`src/rtl/axi4_lite_master_pkg.sv`:
```
// Shared AXI4-Lite definitions: response codes, master FSM state encoding,
// and response-to-error mapping used by the master and the slave interface.
package axi4_lite_master_pkg;

    localparam logic [1:0] RESP_OKAY   = 2'b00;
    localparam logic [1:0] RESP_EXOKAY = 2'b01;
    localparam logic [1:0] RESP_SLVERR = 2'b10;
    localparam logic [1:0] RESP_DECERR = 2'b11;

    localparam int unsigned DATA_BITS = 32;
    localparam int unsigned STRB_BITS = DATA_BITS / 8;

    typedef enum logic [2:0] {
        IDLE    = 3'd0,
        WR_REQ  = 3'd1,
        WR_RESP = 3'd2,
        RD_REQ  = 3'd3,
        RD_RESP = 3'd4
    } axil_state_t;

    // Only the slave-side error codes flag a failed transfer.
    function automatic logic resp_is_err(input logic [1:0] resp);
        logic err;
        unique case (resp)
            RESP_OKAY, RESP_EXOKAY:   err = 1'b0;
            RESP_SLVERR, RESP_DECERR: err = 1'b1;
            default:                  err = 1'b1;
        endcase
        return err;
    endfunction

endpackage

```
`src/rtl/axi4_lite_master.sv`:
```
// Single-outstanding AXI4-Lite master: turns a simple command/response port
// into AW/W/B or AR/R transactions. All AXI outputs come straight from flops.
module axi4_lite_master
    import axi4_lite_master_pkg::*;
#(
    parameter int unsigned ADDR_BITS = 4
) (
    input  logic                 clk,
    input  logic                 rst,

    input  logic                 cmd_valid,
    input  logic                 cmd_write,
    input  logic [ADDR_BITS-1:0] cmd_addr,
    input  logic [31:0]          cmd_wdata,
    input  logic [3:0]           cmd_wstrb,
    output logic                 cmd_ready,

    output logic                 rsp_valid,
    output logic [31:0]          rsp_rdata,
    output logic                 rsp_err,

    output logic [ADDR_BITS-1:0] m_axi_awaddr,
    output logic                 m_axi_awvalid,
    input  logic                 m_axi_awready,
    output logic [31:0]          m_axi_wdata,
    output logic [3:0]           m_axi_wstrb,
    output logic                 m_axi_wvalid,
    input  logic                 m_axi_wready,
    input  logic [1:0]           m_axi_bresp,
    input  logic                 m_axi_bvalid,
    output logic                 m_axi_bready,
    output logic [ADDR_BITS-1:0] m_axi_araddr,
    output logic                 m_axi_arvalid,
    input  logic                 m_axi_arready,
    input  logic [31:0]          m_axi_rdata,
    input  logic [1:0]           m_axi_rresp,
    input  logic                 m_axi_rvalid,
    output logic                 m_axi_rready
);

    axil_state_t state, state_next;

    logic                 aw_done, aw_done_next;
    logic                 w_done, w_done_next;
    logic                 awvalid_q, awvalid_next;
    logic                 wvalid_q, wvalid_next;
    logic                 bready_q, bready_next;
    logic                 arvalid_q, arvalid_next;
    logic                 rready_q, rready_next;
    logic                 rsp_valid_q, rsp_valid_next;
    logic                 rsp_err_q, rsp_err_next;
    logic [31:0]          rsp_rdata_q, rsp_rdata_next;
    logic [ADDR_BITS-1:0] addr_q, addr_next;
    logic [31:0]          wdata_q, wdata_next;
    logic [3:0]           wstrb_q, wstrb_next;

    logic aw_hs;
    logic w_hs;

    assign aw_hs = awvalid_q && m_axi_awready;
    assign w_hs  = wvalid_q && m_axi_wready;

    always_ff @(posedge clk) begin
        if (rst) begin
            state       <= IDLE;
            aw_done     <= 1'b0;
            w_done      <= 1'b0;
            awvalid_q   <= 1'b0;
            wvalid_q    <= 1'b0;
            bready_q    <= 1'b0;
            arvalid_q   <= 1'b0;
            rready_q    <= 1'b0;
            rsp_valid_q <= 1'b0;
            rsp_err_q   <= 1'b0;
            rsp_rdata_q <= '0;
            addr_q      <= '0;
            wdata_q     <= '0;
            wstrb_q     <= '0;
        end else begin
            state       <= state_next;
            aw_done     <= aw_done_next;
            w_done      <= w_done_next;
            awvalid_q   <= awvalid_next;
            wvalid_q    <= wvalid_next;
            bready_q    <= bready_next;
            arvalid_q   <= arvalid_next;
            rready_q    <= rready_next;
            rsp_valid_q <= rsp_valid_next;
            rsp_err_q   <= rsp_err_next;
            rsp_rdata_q <= rsp_rdata_next;
            addr_q      <= addr_next;
            wdata_q     <= wdata_next;
            wstrb_q     <= wstrb_next;
        end
    end

    // Registered outputs are computed one cycle ahead alongside the next state,
    // so every AXI signal leaves the block from a flop.
    always_comb begin
        state_next     = state;
        aw_done_next   = aw_done;
        w_done_next    = w_done;
        awvalid_next   = awvalid_q;
        wvalid_next    = wvalid_q;
        bready_next    = bready_q;
        arvalid_next   = arvalid_q;
        rready_next    = rready_q;
        rsp_valid_next = 1'b0;
        rsp_err_next   = rsp_err_q;
        rsp_rdata_next = rsp_rdata_q;
        addr_next      = addr_q;
        wdata_next     = wdata_q;
        wstrb_next     = wstrb_q;

        unique case (state)
            IDLE: begin
                if (cmd_valid) begin
                    addr_next = cmd_addr;
                    if (cmd_write) begin
                        wdata_next   = cmd_wdata;
                        wstrb_next   = cmd_wstrb;
                        aw_done_next = 1'b0;
                        w_done_next  = 1'b0;
                        awvalid_next = 1'b1;
                        wvalid_next  = 1'b1;
                        state_next   = WR_REQ;
                    end else begin
                        arvalid_next = 1'b1;
                        state_next   = RD_REQ;
                    end
                end
            end

            WR_REQ: begin
                // AW and W complete independently; leave once both have.
                aw_done_next = aw_done || aw_hs;
                w_done_next  = w_done || w_hs;
                if (aw_hs) awvalid_next = 1'b0;
                if (w_hs)  wvalid_next  = 1'b0;
                if (aw_done_next && w_done_next) begin
                    bready_next = 1'b1;
                    state_next  = WR_RESP;
                end
            end

            WR_RESP: begin
                if (m_axi_bvalid) begin
                    bready_next    = 1'b0;
                    rsp_valid_next = 1'b1;
                    rsp_err_next   = resp_is_err(m_axi_bresp);
                    state_next     = IDLE;
                end
            end

            RD_REQ: begin
                if (m_axi_arready) begin
                    arvalid_next = 1'b0;
                    rready_next  = 1'b1;
                    state_next   = RD_RESP;
                end
            end

            RD_RESP: begin
                if (m_axi_rvalid) begin
                    rready_next    = 1'b0;
                    rsp_valid_next = 1'b1;
                    rsp_err_next   = resp_is_err(m_axi_rresp);
                    rsp_rdata_next = m_axi_rdata;
                    state_next     = IDLE;
                end
            end

            default: state_next = IDLE;
        endcase
    end

    assign cmd_ready     = (state == IDLE);
    assign rsp_valid     = rsp_valid_q;
    assign rsp_err       = rsp_err_q;
    assign rsp_rdata     = rsp_rdata_q;

    assign m_axi_awaddr  = addr_q;
    assign m_axi_awvalid = awvalid_q;
    assign m_axi_wdata   = wdata_q;
    assign m_axi_wstrb   = wstrb_q;
    assign m_axi_wvalid  = wvalid_q;
    assign m_axi_bready  = bready_q;
    assign m_axi_araddr  = addr_q;
    assign m_axi_arvalid = arvalid_q;
    assign m_axi_rready  = rready_q;

endmodule

```
`config.mk`:
```
export PLATFORM = sky130hd
export DESIGN_NAME = axi4_lite_master
export DESIGN_NICKNAME = d
export VERILOG_FILES = /design/src/rtl/axi4_lite_master_pkg.sv /design/src/rtl/axi4_lite_master.sv
export SDC_FILE = /design/constraint.sdc
export NUM_CORES = 1
export LEC_CHECK = 0
export ABC_AREA = 1
export ABC_CLOCK_PERIOD_IN_PS = 1600
export CAP_MARGIN = 20
export CELL_PAD_IN_SITES_DETAIL_PLACEMENT = 0
export CELL_PAD_IN_SITES_GLOBAL_PLACEMENT = 1
export CORE_ASPECT_RATIO = 0.75
export CORE_MARGIN = 3
export CORE_UTILIZATION = 27
export DETAILED_ROUTE_END_ITERATION = 12
export PLACE_DENSITY = 0.79
export SKIP_CTS_REPAIR_TIMING = 1
export SLEW_MARGIN = 20
export SYNTH_ARGS = -nofsm -noshare
export SYNTH_HDL_FRONTEND = slang
export SYNTH_SLANG_ARGS = --single-unit
```
`constraint.sdc`:
```
create_clock -name clk -period 1.6 [get_ports clk]
set_input_delay 0.24 -clock clk [delete_from_list [all_inputs] [get_ports clk]]
set_output_delay 0.24 -clock clk [all_outputs]
set_load 0.01 [all_outputs]
```
## Word level (Yosys, flattened, before mapping)

Index checks and enable logic that the tools add are counted.

- Input port bits: 85
- Memory bits (writable): 0
- Word-level logic and storage cells: 96
- Memories kept: 0
- Bits in latches: 0
- Register bits: 84
- Memory bits (read-only): 0
- Output and inout bits: 84

- Reductions and logical operators: 28
- Order comparisons: 0
- $mul: 0
- Shift-type cells: 0
- Multiplexer cells: 35
- Divide/modulo/power cells: 0
- Bitwise operators: 0
- Add/sub/neg operators: 0
- Eq/ne operators: 19

Operators with widths:

| kind | count |
|---|---|
| $pmux 1 s2 | 11 |
| $ne 2x2->1 const B | 9 |
| $mux 1 | 17 |
| $mux 3 | 5 |
| $pmux 3 s5 | 1 |
| $reduce_and 3->1 | 5 |
| $reduce_and 4->1 | 3 |
| $reduce_bool 2->1 | 5 |
| $eq 2x2->1 const B | 4 |
| $reduce_or 2->1 | 4 |
| $eq 3x2->1 const B | 2 |
| $reduce_and 5->1 | 1 |
| $eq 2x1->1 const B | 2 |
| $logic_not 2->1 | 2 |
| $reduce_and 2->1 | 2 |
| $eq 3x1->1 const B | 1 |
| $eq 3x3->1 const B | 1 |
| $logic_and 1x1->1 | 3 |
| $logic_not 3->1 | 1 |
| $logic_or 1x1->1 | 2 |
| $mux 2 | 1 |

## Depth between registers and ports, before layout

Gate-level depths: netlist of run 1.

- Depth after elaboration: 5
- Depth in mapped cells: 10
- Mapped depth without buffers: 9

## Least setup slack after synthesis of run 1

No wires, ideal clock.

- Path kind: register -> register
- Start point: reg state[2]
- End point: reg wdata_q[5], in the netlist m_axi_wdata[5]
- Buffers on the path: 3
- Slack: 0.242 ns
- Arrival time: 1.215 ns
- Required time: 1.457 ns
- Clock period less this slack: 1.358 ns
- Library setup time: 0.143 ns
- Cell stages (with the launch flop): 10
- Cell sequence: dfxtp_1 buf_6 nor2_4 inv_2 nor2_8 nand2_4 buf_6 buf_6 nand2_1 a21oi_2

- Cells in the longest elaborated chain, start to end: 2

RTL lines:

| element | line | text |
|---|---|---|
| from (decl) | axi4_lite_master.sv:41 | `axil_state_t state, state_next;` |
| from (signal assigned) | axi4_lite_master.sv:80 | `state <= state_next;` |
| $logic_not 3->1 | - |  |
| net cmd_ready | axi4_lite_master.sv:16 | `output logic cmd_ready,` |
| $reduce_and 3->1 (no line) | - |  |
| to (signal assigned) | axi4_lite_master.sv:92 | `wdata_q <= wdata_next;` |
| to (decl) | axi4_lite_master.sv:54 | `logic [31:0] wdata_q, wdata_next;` |

The timed path passes the listed nets, and every way through them passes these cells.
A chain may end at the register's enable or synchronous reset.

## Worst setup path in the final report of run 1

- Start point: reg wvalid_q, in the netlist m_axi_wvalid
- End point: out m_axi_wvalid

RTL lines:

| element | line | text |
|---|---|---|
| from (decl) | axi4_lite_master.sv:46 | `logic wvalid_q, wvalid_next;` |
| from (signal assigned) | axi4_lite_master.sv:84 | `wvalid_q <= wvalid_next;` |
| to (decl) | axi4_lite_master.sv:27 | `output logic m_axi_wvalid,` |

No word-level cell between the ends.

==> results of run 1 <==
==> area by class of cell <==
cell class / instances / area share
Timing Repair Buffer: 183 / 0.3394
Sequential cell: 84 / 0.3068
Multi-Input combinational cell: 278 / 0.2461
Clock buffer: 12 / 0.04494
Tap cell: 162 / 0.03695
Clock inverter: 4 / 0.01323
Inverter: 17 / 0.01255
==> synth_stat cells (all sizes together) <==
| cell type | count |
|---|---|
| clkbuf | 10 |
| and3 | 1 |
| o211a | 1 |
| buf | 18 |
| a31oi | 1 |
| o21ai | 4 |
| dfxtp | 84 |
| a21oi | 80 |
| nor3 | 1 |
| nand3 | 10 |
| nand2 | 166 |
| clkinv | 1 |
| inv | 16 |
| nand3b | 1 |
| nor2 | 12 |
| o211ai | 1 |
==> worst paths after layout <==
kind / slack [ns] / start / to
worst max register to register: 0.19 / state[2] / m_axi_wstrb[0]
worst max-delay path: 0.09 / m_axi_wvalid / m_axi_wvalid
worst min register to register: 0.46 / rsp_rdata[17] / rsp_rdata[17]
worst min-delay path: 0.32 / rst / m_axi_wdata[14]
==> flip-flops by register name, summed over array words and instances (netlist names), 3 cells and up <==
signal and count:
m_axi_araddr 4, m_axi_wdata 32, m_axi_wstrb 4, rsp_rdata 32
state 3
==> power by group through the flow <==
| stage | Combinational [mW] | Clock (mW) | Sequential, mW |
|---|---|---|---|
| 3_3_place_gp | 1.88 | 0 | 2.45 |
| 6_report | 1.87 | 2.23 | 2.41 |
| 4_1_cts | 1.91 | 2.30 | 2.41 |
| 5_1_grt | 2.07 | 2.36 | 2.44 |
| 3_5_place_dp | 1.90 | 0 | 2.45 |
| 2_1_floorplan | 0.950 | 0 | 2.51 |
==> metal layers <==
| metal | wire length [um] | global-route usage | vias up | part of all wire |
|---|---|---|---|---|
| li1 | - | - | 1626 | - |
| met1 | 4061 | 0.1682 | 1450 | 0.44 |
| met2 | 4225 | 0.2254 | 95 | 0.46 |
| met3 | 826 | 0.06157 | 9 | 0.090 |
| met4 | 98 | 0.04032 | 0 | 0.011 |
| met5 | 0 | 0 | - | 0 |
==> stage by stage <==
step | TNS [ns] | worst slack (ns) | instances
final | 0 | 0.09282 | 740
after global routing | 0 | 0.01410 | 740
after detailed placement | 0 | 0.03999 | 724
after global placement | 0 | 0.05898 | 724
after CTS | -0.2113 | -0.2113 | 740
after floorplan | 0 | 0.2420 | 407
==> cells by family (layout without fill, tap and decap cells) <==
family / count (synthesis) / in the layout
and+or+nand+nor: 191 / 191
AOI/OAI and AO/OA: 87 / 87
DFF: 84 / 84
buffers and inverters: 45 / 216
==> impl_metrics.env, run 1 <==
export IMPL_status="finished, final reports clean"
export IMPL_fillers=1134
export IMPL_first_global_vias=3144
export IMPL_antenna_cells=0
export IMPL_yosys_area_top_type_share=0.5124
export IMPL_whs_ns=0.3181
export IMPL_cts_sinks=84
export IMPL_power_switching_mw=1.861
export IMPL_synth_area_mux_share=0
export IMPL_synth_top_family_by_area="simple AND/OR/NAND/NOR gates"
export IMPL_startpoint_type="flop"
export IMPL_drv_slew=0
export IMPL_wl_um=9212
export IMPL_drc=0
export IMPL_area_growth_pct=67.14
export IMPL_crit_type="flop to output pin"
export IMPL_fp_row_count=34
export IMPL_design_area_mm2=0.005485
export IMPL_syn_nets=492
export IMPL_utilization=0.4672
export IMPL_clockPowerShare=0.342
export IMPL_synth_area_mm2=0.003282
export IMPL_numCtsBuffers=9
export IMPL_ir_drop_mv=0.4610
export IMPL_cp_max_fo=3
export IMPL_worst_pin_slew_ns=0.4027
export IMPL_fmax_mhz=663.5
export IMPL_seqPwrFrac=0.371
export IMPL_gp_congestion=0.7285
export IMPL_hold_class="input port to flop"
export IMPL_synth_xor_area_frac=0
export IMPL_crit_family="buffers and inverters"
export IMPL_netSwitchingFraction=0.2856
export IMPL_grt_usage=0.1387
export IMPL_slew_limit_headroom=0.7315
export IMPL_leakage_nw=1.980
export IMPL_period_share=0.9420
export IMPL_layout_commonest_cell="clkdlybuf4s50_1"
export IMPL_h_tree_depth=3
export IMPL_antenna_found_initial=0
export IMPL_coreArea_mm2=0.01174
export IMPL_avgSynthCellArea_um2=8.064
export IMPL_crit_buf_inv=1
export IMPL_synth_largest_area_cell="dfxtp_1"
export IMPL_fin_nets=658
export IMPL_synth_adder_area_share=0
export IMPL_die_width_um=133.3
export IMPL_seq_area_mm2=0.001683
export IMPL_grt_max_degree=42
export IMPL_yosys_warnings=0
export IMPL_multi_input_area_mm2=0.001350
export IMPL_hold_viol_final=0
export IMPL_grt_pass1_wl_um=15170
export IMPL_drt_pass1_iterations=4
export IMPL_dieArea_mm2=0.01353
export IMPL_setup_violations=0
export IMPL_ys_types=27
export IMPL_cts_root_buf="clkbuf_16"
export IMPL_tritoncts="yes"
export IMPL_portBuffers=166
export IMPL_path_cells="clkdlybuf4s50_1"
export IMPL_clk_path_buf_depth=2
export IMPL_ys_seq_area_frac=0.5124
export IMPL_holdPathStages=2
export IMPL_yosys_register_bits=84
export IMPL_worstPathArrival_ns=1.27
export IMPL_wl_per_cell_um=12.45
export IMPL_drtAntennaViolNets=0
export IMPL_hpwlAfterDp_um=6719
export IMPL_min_period_ns=1.507
export IMPL_clock_skew_ns=0.004661
export IMPL_p_comb_frac=0.288
export IMPL_worstSkewPairLatency_ns=0.33
export IMPL_synth_compound_area_frac=0.1582
export IMPL_postPlaceCellArea_mm2=0.005162
export IMPL_cp_required_ns=1.36
export IMPL_via_per_inst=4.297
export IMPL_drt_initial_drc_count=75
export IMPL_p_per_area_mw_per_mm2=1188
export IMPL_routed_via_count=3180
export IMPL_maxCapViolations=0
export IMPL_yosys_area_share_simple=0.2531
export IMPL_start_util=0.2795
export IMPL_cp_slowest_cell="clkdlybuf4s50_1"
export IMPL_end_kind="output pin"
export IMPL_final_cell_mix="clkdlybuf4s50_1 (164), nand2_1 (145), dfxtp_1 (83)"
export IMPL_die_h_um=101.5
export IMPL_rsz0062_at_grt="no"
export IMPL_clk_pin_slew_worst_paths_ns=0.06
export IMPL_finalPower_mw=6.514
export IMPL_globalRoute_totalOverflow=0
export IMPL_netlist_top_cells_area="dfxtp_1 (51%), nand2_1 (17%), a21oi_1 (9.1%)"
export IMPL_io_pins=169
export IMPL_internal_power_mw=4.654
export IMPL_path_depth=1
export IMPL_syn_inst=407
export IMPL_rr_worst_depth=9
export IMPL_cp_slowest_stage_delay_ns=0.58
export IMPL_drive_above_1_share=0.1401
Power figures use the tool's default switching activity.
==> run 2: changes to the inputs <==
--- a/config.mk
+++ b/config.mk
@@ -6,7 +6,6 @@
 export NUM_CORES = 1
 export LEC_CHECK = 0
 export ABC_AREA = 1
-export ABC_CLOCK_PERIOD_IN_PS = 1600
 export CAP_MARGIN = 20
 export CELL_PAD_IN_SITES_DETAIL_PLACEMENT = 0
 export CELL_PAD_IN_SITES_GLOBAL_PLACEMENT = 1
@@ -14,6 +13,7 @@
 export CORE_MARGIN = 3
 export CORE_UTILIZATION = 27
 export DETAILED_ROUTE_END_ITERATION = 12
+export GPL_TIMING_DRIVEN = 0
 export PLACE_DENSITY = 0.79
 export SKIP_CTS_REPAIR_TIMING = 1
 export SLEW_MARGIN = 20
==> constraint.sdc (replaced) <==
create_clock -name clk -period 1.55 [get_ports clk]
set_input_delay 0.2325 -clock clk [delete_from_list [all_inputs] [get_ports clk]]
set_output_delay 0.2325 -clock clk [all_outputs]
set_load 0.01 [all_outputs]
==> run 2 against run 1 <==
Clock-buffer cell count increased by 1. Clock power increased by 7%. Cell count increased by 2.0%. Routed wire length increased by 6.6%. Hold slack improved by 0.13 ns. Register-to-register slack got worse by 0.10 ns. Clock skew increased by 0.0010 ns. Sequential power increased by 3%.
==> impl_metrics.env, run 2 (synthesized netlist as in run 1, its figures left out) <==
export IMPL_drc=0
export IMPL_cp_slowest_stage_delay_ns=0.57
export IMPL_fp_row_count=34
export IMPL_rr_endpoint="m_axi_wdata[5]"
export IMPL_grt_use_met3=0.06107
export IMPL_min_period_ns=1.492
export IMPL_numCtsBuffers=9
export IMPL_drive_above_1_share=0.1551
export IMPL_gp_congestion=0.7003
export IMPL_design_area_mm2=0.005559
export IMPL_first_global_vias=3200
export IMPL_coreArea_mm2=0.01174
export IMPL_tritoncts="yes"
export IMPL_holdPathStages=3
export IMPL_hold_class="input port to flop"
export IMPL_postPlaceCellArea_mm2=0.005136
export IMPL_h_tree_depth=3
export IMPL_ir_drop_mv=0.6941
export IMPL_startpoint_type="flop"
export IMPL_routed_via_count=3248
export IMPL_fillers=1131
export IMPL_drt_initial_drc_count=77
export IMPL_portBuffers=165
export IMPL_setup_violations=0
export IMPL_p_per_area_mw_per_mm2=1243
export IMPL_wl_um=9818
export IMPL_reg2reg_setup_slack_ns=0.09
export IMPL_wl_per_cell_um=13.00
export IMPL_hpwlAfterDp_um=7443
export IMPL_cp_required_ns=1.32
export IMPL_io_pins=169
export IMPL_grt_max_degree=14
export IMPL_crit_buf_inv=1
export IMPL_worstSkewPairLatency_ns=0.33
export IMPL_hold_path_end="rsp_rdata[21]"
export IMPL_drt_pass1_iterations=4
export IMPL_cp_max_fo=3
export IMPL_use_met1=0.1769
export IMPL_rr_worst_depth=9
export IMPL_cts_sinks=84
export IMPL_path_cells="clkdlybuf4s50_1"
export IMPL_slew_limit_headroom=0.5239
export IMPL_worstPathArrival_ns=1.26
export IMPL_dp_cells=734
export IMPL_globalRoute_totalOverflow=0
export IMPL_crit_family="buffers and inverters"
export IMPL_drv_slew=0
export IMPL_fmax_mhz=670.1
export IMPL_period_share=0.9628
export IMPL_antenna_cells=0
export IMPL_globalRoute_busiestLayer="met2"
export IMPL_status="finished, final reports clean"
export IMPL_clk_path_buf_depth=2
export IMPL_clock_skew_ns=0.005684
export IMPL_cp_slowest_cell="clkdlybuf4s50_1"
export IMPL_reg2reg_from="state[2]"
export IMPL_antenna_found_initial=0
export IMPL_leakage_nw=2.110
export IMPL_crit_type="flop to output pin"
export IMPL_hold_viol_final=0
export IMPL_fin_nets=673
export IMPL_rsz0062_at_grt="no"
export IMPL_grtUsageMet2=0.2289
export IMPL_clk_pin_slew_worst_paths_ns=0.06
export IMPL_start_util=0.2795
export IMPL_grt_pass1_wl_um=15530
export IMPL_drtAntennaViolNets=0
export IMPL_via_per_inst=4.302
export IMPL_die_h_um=101.5
export IMPL_end_kind="output pin"
export IMPL_layout_commonest_cell="clkdlybuf4s50_1"
export IMPL_area_growth_pct=69.39
export IMPL_die_width_um=133.3
export IMPL_dieArea_mm2=0.01353
export IMPL_fin_cells=755
export IMPL_final_cell_mix="clkdlybuf4s50_1 (158), nand2_1 (145), dfxtp_1 (81)"
export IMPL_min_from="m_axi_rdata[21]"
export IMPL_maxCapViolations=0
export IMPL_grt_usage=0.1426
export IMPL_cts_root_buf="clkbuf_16"
export IMPL_worst_pin_slew_ns=0.7142
[run 2: area by class of cell]
cell class                 instances  area (um^2)  share of cell area
buffer                            28        195.2             0.03511
clock buffer                      13        270.3             0.04862
clock inverter                     3        67.56             0.01215
inverter                          17        71.32             0.01283
multi-input combinational        278         1361              0.2449
sequential                        84         1685              0.3032
tap                              162        202.7             0.03646
timing repair buffer             170         1705              0.3068
[run 2: worst max path at each step]
stage                             from             end  slack [ns]  cells past startpoint
after floorplan               state[2]  m_axi_wdata[5]        0.19                      9
after global placement       cmd_valid  m_axi_wdata[6]       -0.12                      8
after detailed placement     cmd_valid  m_axi_wdata[6]       -0.12                      8
after CTS                     state[2]       cmd_ready       -0.45                      5
after global routing          state[2]       cmd_ready       0.006                      5
final                     m_axi_wvalid    m_axi_wvalid        0.06                      1
[run 2: per-stage QoR]
stage                     hold slack [ns]  TNS [ns]  power [mW]  utilization  setup slack, ns
after global placement             0.4501    -2.124       4.391       0.4374          -0.1199
after global routing               0.4478         0       7.299       0.4735         0.006327
after CTS                          0.4368   -0.4753       6.851       0.4662          -0.4451
final                              0.4527         0       6.909       0.4735          0.05772
after detailed placement           0.4557    -3.649       4.419       0.4374          -0.1226
after floorplan                    0.3689         0       3.574            -           0.1920
[run 2: power breakdown]
| group | switching (mW) | total [mW] | leakage [nW] | internal [mW] |
|---|---|---|---|---|
| sequential | 0.119 | 2.48 | 0.682 | 2.36 |
| combinational | 1.01 | 2.05 | 1.27 | 1.04 |
| clock | 0.833 | 2.38 | 0.162 | 1.54 |
| total | 1.96 | 6.91 | 2.11 | 4.95 |
[run 2: per-layer routing]
metal  up-vias  wire length, um
li1       1654                -
met1      1470             4405
met2       113             4467
met3        11              833
met4         0              110
met5         -                0
==> run 3: changes to the inputs <==
--- a/config.mk
+++ b/config.mk
@@ -12,6 +12,7 @@
 export CORE_ASPECT_RATIO = 0.75
 export CORE_MARGIN = 3
 export CORE_UTILIZATION = 27
+export CTS_CLUSTER_DIAMETER = 30
 export DETAILED_ROUTE_END_ITERATION = 12
 export GPL_TIMING_DRIVEN = 0
 export PLACE_DENSITY = 0.79
==> results of run 3 <==
The final DEF is identical to that of run 2; final timing and power are the same.
